File: src/rtl/kmer_pkg.sv
// Shared types and sizing for the k-mer front end and the downstream
// minhash/Jaccard stage that consumes the packed k-mer array.
package kmer_pkg;

   localparam int K         = 16;
   localparam int READ_LEN  = 64;
   localparam int KMER_W    = 2 * K;
   localparam int NUM_KMERS = READ_LEN - K + 1;
   localparam int CNT_W     = $clog2(READ_LEN + 1);
   localparam int IDX_W     = $clog2(NUM_KMERS);

   typedef enum logic [1:0] {
      BASE_A = 2'b00,
      BASE_C = 2'b01,
      BASE_G = 2'b10,
      BASE_T = 2'b11
   } base_t;

   typedef logic [KMER_W-1:0] kmer_t;

   typedef kmer_t [NUM_KMERS-1:0] kmer_arr_t;

   typedef enum logic [1:0] {
      FILL,
      DISCARD,
      DONE
   } state_t;

endpackage

File: src/rtl/kmer_extractor.sv
// Streams one 2-bit base per cycle into a sliding window and stores every
// overlapping K-mer of a fixed-length read. The full array is then held for
// the downstream stage until it acknowledges. Reads of the wrong length
// produce a single-cycle lenErr pulse and are dropped.
module kmer_extractor
   import kmer_pkg::*;
(
   input  logic            clk,
   input  logic            rst,
   input  logic            baseValid,
   input  logic [1:0]      baseIn,
   input  logic            baseLast,
   output logic            baseReady,
   output kmer_arr_t       kmersOut,
   output logic            kmersValid,
   input  logic            kmersAck,
   output logic            lenErr
);

   state_t                 state_q,   state_d;
   logic [CNT_W-1:0]       baseCnt_q, baseCnt_d;
   kmer_t                  window_q,  window_d;
   kmer_arr_t              kmers_q,   kmers_d;
   logic                   lenErr_q,  lenErr_d;

   logic                   accept;
   kmer_t                  newKmer;
   logic [IDX_W-1:0]       writeIdx;

   // The block takes bases whenever it is not holding a finished read, and
   // never while reset is asserted.
   assign baseReady  = !rst && (state_q != DONE);
   assign accept     = baseValid && baseReady;
   assign kmersValid = (state_q == DONE);
   assign kmersOut   = kmers_q;
   assign lenErr     = lenErr_q;

   // The incoming base completes the K-mer ending at the current count; the
   // earliest base of that K-mer ends up in the MSBs.
   assign newKmer  = {window_q[KMER_W-3:0], baseIn};
   assign writeIdx = IDX_W'(baseCnt_q - CNT_W'(K - 1));

   // Next-state logic: window shift, k-mer capture, length checking and the
   // hand-off to the downstream stage.
   always_comb begin
      state_d   = state_q;
      baseCnt_d = baseCnt_q;
      window_d  = window_q;
      kmers_d   = kmers_q;
      lenErr_d  = 1'b0;

      case (state_q)
         FILL: begin
            if (accept) begin
               window_d  = newKmer;
               baseCnt_d = baseCnt_q + CNT_W'(1);
               if (baseCnt_q >= CNT_W'(K - 1)) begin
                  kmers_d[writeIdx] = newKmer;
               end
               if (baseLast) begin
                  if (baseCnt_q == CNT_W'(READ_LEN - 1)) begin
                     state_d = DONE;
                  end else begin
                     lenErr_d  = 1'b1;
                     baseCnt_d = '0;
                     window_d  = '0;
                  end
               end else if (baseCnt_q == CNT_W'(READ_LEN - 1)) begin
                  state_d = DISCARD;
               end
            end
         end

         DISCARD: begin
            if (accept && baseLast) begin
               lenErr_d  = 1'b1;
               baseCnt_d = '0;
               window_d  = '0;
               state_d   = FILL;
            end
         end

         DONE: begin
            if (kmersAck) begin
               baseCnt_d = '0;
               window_d  = '0;
               state_d   = FILL;
            end
         end

         default: begin
            state_d = FILL;
         end
      endcase
   end

   // State register with synchronous reset; reset drops any partial read
   // silently.
   always_ff @(posedge clk) begin
      if (rst) begin
         state_q   <= FILL;
         baseCnt_q <= '0;
         window_q  <= '0;
         kmers_q   <= '0;
         lenErr_q  <= 1'b0;
      end else begin
         state_q   <= state_d;
         baseCnt_q <= baseCnt_d;
         window_q  <= window_d;
         kmers_q   <= kmers_d;
         lenErr_q  <= lenErr_d;
      end
   end

endmodule

File: config.mk
export PLATFORM = sky130hd
export DESIGN_NAME = kmer_extractor
export DESIGN_NICKNAME = d
export VERILOG_FILES = /design/src/rtl/kmer_pkg.sv /design/src/rtl/kmer_extractor.sv
export SDC_FILE = /design/constraint.sdc
export NUM_CORES = 2
export LEC_CHECK = 0
export BUFFER_PORTS_ARGS = -buffer_cell sky130_fd_sc_hd__buf_2
export CORE_AREA = 2 2 617 619
export CTS_BUF_LIST = sky130_fd_sc_hd__clkbuf_8
export DETAILED_ROUTE_END_ITERATION = 7
export DIE_AREA = 0 0 619 621
export PLACE_DENSITY = 0.32
export SETUP_SLACK_MARGIN = 0.1
export SLEW_MARGIN = 15
export SYNTH_ARGS = -nofsm -noshare
export SYNTH_HDL_FRONTEND = slang
export SYNTH_SLANG_ARGS = --single-unit
File: constraint.sdc
create_clock -name clk -period 3 [get_ports clk]
set_input_delay 0.3 -clock clk [delete_from_list [all_inputs] [get_ports clk]]
set_output_delay 0.3 -clock clk [all_outputs]
set_load 0.01 [all_outputs]
# Word level (Yosys, flattened, before mapping)
# Index checks and enable logic that the tools add are counted.
[word_totals]
register_bits = 1608
output_inout_bits = 1571
inputBits = 7
word_cells = 103
[classes]
order_cmp = 3
mux = 27
n_addsub = 2
n_eq_ne = 8
n_reduce_logical = 10
[op_table]
columns = ["operator", "n"]
rows = [
  ["$bwmux 1568", 1],
  ["$demux 32 s6", 1],
  ["$mux 30", 5],
  ["$pmux 30 s3", 1],
  ["$mux 7", 5],
  ["$mux 32", 1],
  ["$pmux 7 s3", 1],
  ["$mux 2", 6],
  ["$ne 2x2->1 const B", 4],
  ["$reduce_and 4->1", 2],
  ["$add 7x1->7 const B", 1],
  ["$eq 7x6->1 const B", 1],
  ["$ge 7x4->1 const B", 1],
  ["$lt 6x7->1 const B", 1],
  ["$ge 6x1->1 const B", 1],
  ["$pmux 2 s3", 1],
  ["$sub 6x4->6 const B", 1],
  ["$logic_and 1x1->1", 4],
  ["$mux 1", 4],
  ["$reduce_and 3->1", 1],
  ["$reduce_bool 3->1", 1],
  ["$eq 2x1->1 const B", 1],
  ["$eq 2x2->1 const B", 1],
  ["$logic_not 2->1", 1],
  ["other kinds (3)", 3],
]

# Longest topological paths before layout
[depth]
depth_word = 6
depth_mapped = 9
mapped_depth_nobuf = 6

# Worst setup path before layout
# OpenSTA, ideal clock, no wires.
[synth_timing]
path_type = "flip-flop to flip-flop"
start = "register state_q[0]"
end = "register kmers_q, in the netlist kmersOut[673]"
setup_time_ns = 0.132
t_arrival_ns = 2.297
slack_ns = 0.571
synth_period_minus_slack_ns = 2.429
required_ns = 2.868
n_path_buf = 2
stages_incl_launch_ff = 9
cell_sequence = "dfxtp_1 -> inv_1 -> ha_1 -> nand4bb_1 -> buf_1 -> nor4_4 -> nand3_2 -> buf_6 -> mux2i_1"
[synth_via]
elab_chain_len = 4
word_cells_on_any_way = 5
cone_classes = "1 x eq/ne; 4 x reduce/logical"
[synth_rtl]
columns = ["item", "line", "rtl"]
rows = [
  ["from (decl)", "kmer_extractor.sv:20", "state_t state_q, state_d;"],
  ["from (signal assigned)", "kmer_extractor.sv:107", "state_q <= state_d;"],
  ["$ne 2x2->1", "kmer_extractor.sv:32", "assign baseReady = !rst && (state_q != DONE);"],
  ["$logic_and 1x1->1", "kmer_extractor.sv:32", ""],
  ["$logic_and 1x1->1", "kmer_extractor.sv:33", "assign accept = baseValid && baseReady;"],
  ["$reduce_and 3->1 (no source line) *", "n/a", ""],
  ["to (signal assigned)", "kmer_extractor.sv:110", "kmers_q <= kmers_d;"],
  ["to (decl)", "kmer_extractor.sv:23", "kmer_arr_t kmers_q, kmers_d;"],
]
# Mark *: on every way between the ends. The rest lies on a longest branch, timed or not.
# A chain may end at the register's enable or synchronous reset.

# Final worst setup path
[layout_timing]
start = "register baseCnt_q[4]"
end = "register kmers_q, in the netlist kmersOut[1482]"
[layout_via]
elab_chain_len = 6
word_cells_on_any_way = 9
cone_classes = "1 x add/sub; 3 x order compare; 3 x mux; 2 x reduce/logical"
[layout_rtl]
columns = ["item", "line", "rtl"]
rows = [
  ["from (decl)", "kmer_extractor.sv:21", "logic [CNT_W-1:0] baseCnt_q, baseCnt_d;"],
  ["from (signal assigned)", "kmer_extractor.sv:108", "baseCnt_q <= baseCnt_d;"],
  ["$sub 6x4->6", "kmer_extractor.sv:41", "assign writeIdx = IDX_W'(baseCnt_q - CNT_W'(K - 1));"],
  ["$lt 6x7->1 (implied by the code) / $ge 6x1->1 (equally long branches)", "kmer_extractor.sv:58", "kmers_d[writeIdx] = newKmer;"],
  ["$logic_and 1x1->1 (implied by the code)", "kmer_extractor.sv:58", ""],
  ["$mux 32 (implied by the code)", "kmer_extractor.sv:58", ""],
  ["$demux 32 s6", "kmer_extractor.sv:58", ""],
  ["$bwmux 1568", "kmer_extractor.sv:58", ""],
]
# Parallel ways exist; a longest one is shown, timed or not.

==> impl_metrics.py <==
metrics = {
    "status": {
        "status": "complete, no violations",
    },
    "worst_setup_path": {
        "cp-end-kind": "flop",
        "required_ps": 3890,
        "cp_cell_sequence": "a21boi_0, o221a_4, buf_4, o221ai_4, buf_6, mux2i_1",
        "crit_path_start_kind": "flop",
        "r2r_slack_ps": 250,
        "crit_arrival_ps": 3630,
        "critPathMaxStageDelay_ps": 560,
        "cp_max_fo": 32,
        "slowest_stage": "a21boi_0",
        "critPathKind": "reg -> reg",
    },
    "clock_tree": {
        "cts_buffers": 331,
        "cts.htree.levels": 5,
        "cts_root_buffer": "clkbuf_8",
        "cts.sinks": 1608,
        "clk_path_buf_depth": 4,
        "clock_latency_ps": 1090,
        "cts_tree": "done",
        "clk_pin_slew_ps": 70,
    },
    "place": {
        "hpwl_um": 241000,
        "portBuffers": 1577,
        "place.gp.congestion": 0.757,
    },
    "detailed_routing": {
        "drt-initial-drc-count": 2554,
        "detail-route-antenna-nets": 0,
        "drtPass1Iterations": 5,
        "vias": 46700,
        "route.detailed.drc": 0,
        "vias_per_cell": 3.76,
        "wl_um": 355000,
        "wl_per_cell_um": 28.6,
    },
    "floorplanning": {
        "rows": 226,
        "core_um2": 378000,
        "die_h_um": 621,
        "die-area_um2": 384000,
        "start_util_pct": 16.4,
        "pin_count": 1578,
        "chipWidth_um": 619,
    },
    "finish": {
        "nFillCells": 41100,
        "drive_above_1_share_pct": 31.6,
        "layout.nets": 7174,
        "syn_to_final_growth_pct": 35.5,
    },
    "yosys": {
        "synth_compound_area_share_pct": 1.56,
        "syn-instance-count": 5563,
        "syn_area_um2": 62100,
        "ys_types": 56,
        "ys_warn_count": 0,
        "async_flop_share_pct": 0,
        "synth.net_count": 5575,
        "yosysTopAreaCell": "dfxtp_1",
        "synthMostInstantiatedCell": "dfxtp_1",
        "synthTopCellsByArea": "dfxtp_1 52%, mux2i_1 25%, nand2b_1 16%",
        "avgSynthCellArea_um2": 11.2,
        "muxShareOfSynthArea_pct": 25.3,
        "synthSimpleGateAreaFrac_pct": 17.3,
        "synth_top_family_by_area": "multiplexers",
        "synth_xor_area_share_pct": 0.0806,
        "synth_ff_type": "dfxtp_1",
        "synth_commonest_cells": "1608 x dfxtp_1, 1603 x nand2b_1, 1568 x mux2i_1, 331 x clkbuf_1, 143 x buf_2",
        "synth_top_cell_area_share_pct": 51.9,
        "seq_area_frac_synth_pct": 51.9,
        "synth_edf_count": 0,
        "synth_fa_ha_area_share_pct": 0.101,
        "ys_seq_elements": 1608,
    },
    "global_routing": {
        "grt_usage_pct": 17.8,
        "grt_antenna_before_repair": 42,
        "grt_pass1_vias": 47100,
        "grt_pass1_wl_um": 462000,
        "grt_max_degree": 170,
        "grt-ovfl-total": 0,
    },
    "sta": {
        "drv_slew": 0,
        "period_minus_slack_ps": 2750,
        "fmax_mhz": 364,
        "rsz0062_at_grt": "no",
        "timing.hold.ws_ps": 168,
        "tns_ps": 0,
        "clock_skew_ps": 109,
        "fin_crit_sh_pct": 91.5,
        "maxSlewHeadroom_pct": 24.0,
        "setup_viol_count_final": 0,
        "worst_slew_pin_slew_ps": 1140,
        "finalHoldViolCount": 0,
    },
    "min_path": {
        "hp-class": "in -> reg",
    },
    "power": {
        "pwr-share-clk_pct": 51.2,
        "power_frac_comb_pct": 2.0,
        "p_int_w": 0.0344,
        "p_sw_share_pct": 24.7,
        "cellPowerDensity_nw_per_um2": 543,
        "seq_power_share_pct": 46.8,
        "vdd_ir_drop_max_mv": 0.258,
        "switchingPower_w": 0.0113,
        "p_leak_nw": 44.9,
    },
    "run": {
        "max_cap_viol_count": 0,
    },
}
critical path, delay by kind of cell, from the launching register on:
family / cells / cell delay, ps
multiplexers: 1 / 180
AO/OA/AOI/OAI: 3 / 1230
buffers and inverters: 2 / 530
flip-flops: 1 / 550
cell type report:
type	instances	area, um^2	area share, %
tap	5016	6280	7.46
timing repair buffer	1781	10800	12.8
multi-input combinational	3403	28200	33.6
antenna	13	32.5	0.0387
clock buffer	403	5550	6.59
clock inverter	165	948	1.13
inverter	37	140	0.167
sequential	1608	32200	38.3
power by group through the flow:
stage          logic (W)  clock network (W)  registers, W
2_1_floorplan   0.000563                  0        0.0218
3_3_place_gp    0.000933                  0        0.0218
3_5_place_dp    0.000932                  0        0.0218
4_1_cts         0.000942             0.0245        0.0214
5_1_grt         0.000967             0.0253        0.0214
6_report        0.000919             0.0234        0.0214
layer usage:
layer | track usage [%] | part of all wire [%] | wire [um]
met1 | 20.1 | 39 | 139000
met2 | 31.8 | 50 | 179000
met3 | 5.15 | 7.0 | 25000
met4 | 5.68 | 3.4 | 12000
met5 | 0 | 0.0037 | 13
timing repair:
action / in CTS / in global routing
resized for setup: 3 / 7
pin swaps: 1 / 0
setup endpoints to repair: 60 / 176
hold buffers: 7 / 0
hold endpoints to repair: 177 / 0
buffers inserted: 4 / 0
final timing paths:
kind | start | end | cells past startpoint
max | baseCnt_q[4] | kmersOut[1482] | 6
min | baseIn[0] | window_q[0] | 4
min reg2reg | kmersOut[781] | kmersOut[781] | 2
max reg2reg | baseCnt_q[4] | kmersOut[1482] | 6
logic make-up (layout without fill, tap and decap cells):
logic type | after synthesis | in the layout
multiplexers | 1568 | 1568
other | 0 | 13
AO/OA/AOI/OAI | 104 | 104
buffers and inverters | 552 | 2386
adder cells (fa/ha/maj) | 5 | 5
XOR/XNOR | 4 | 4
AND/OR/NAND/NOR | 1722 | 1722
flip-flops | 1608 | 1608
metrics by stage:
stage	instance area, um^2	utilization (%)	total power, W	cells	worst slack [ps]
final	84100	22.3	0.0457	12400	255
after global routing	84100	22.3	0.0476	12400	112
after CTS	84100	22.2	0.0468	12400	90.0
after detailed placement	77400	20.5	0.0228	11800	96.5
after global placement	77400	20.5	0.0228	11800	218
after floorplan	62100	-	0.0224	5563	571
sequential cells by signal, indices dropped and copies added (netlist names):
| register | cells |
|---|---|
| lenErr | 1 |
| state_q | 2 |
| window_q | 30 |
| kmersOut | 1568 |
| baseCnt_q | 7 |
cells in the final DEF, fill, tap and decap left out, types with 5 or more instances in the layout:
master,Yosys,layout
dfxtp_1,1608,1607
buf_2,143,1576
nand2b_1,1603,1571
mux2i_1,1568,1568
clkbuf_8,0,403
inv_1,27,137
buf_12,0,102
buf_4,11,89
nand2_1,41,41
a21oi_1,39,39
nand2b_4,0,32
nand4_1,32,32
clkinv_2,0,25
o221ai_4,2,16
o211ai_4,3,15
diode_2,0,13
o211ai_1,9,9
inv_2,0,9
nand3_4,0,8
dlygate4sd3_1,0,7
clkinv_1,10,6
nor2b_1,6,6
bufinv_16,0,6
buf_6,10,6
nor3_4,0,5
ha_1,5,5
clkinvlp_4,0,5
inv_6,0,5
No activity file was read; power rests on OpenSTA's default activity.
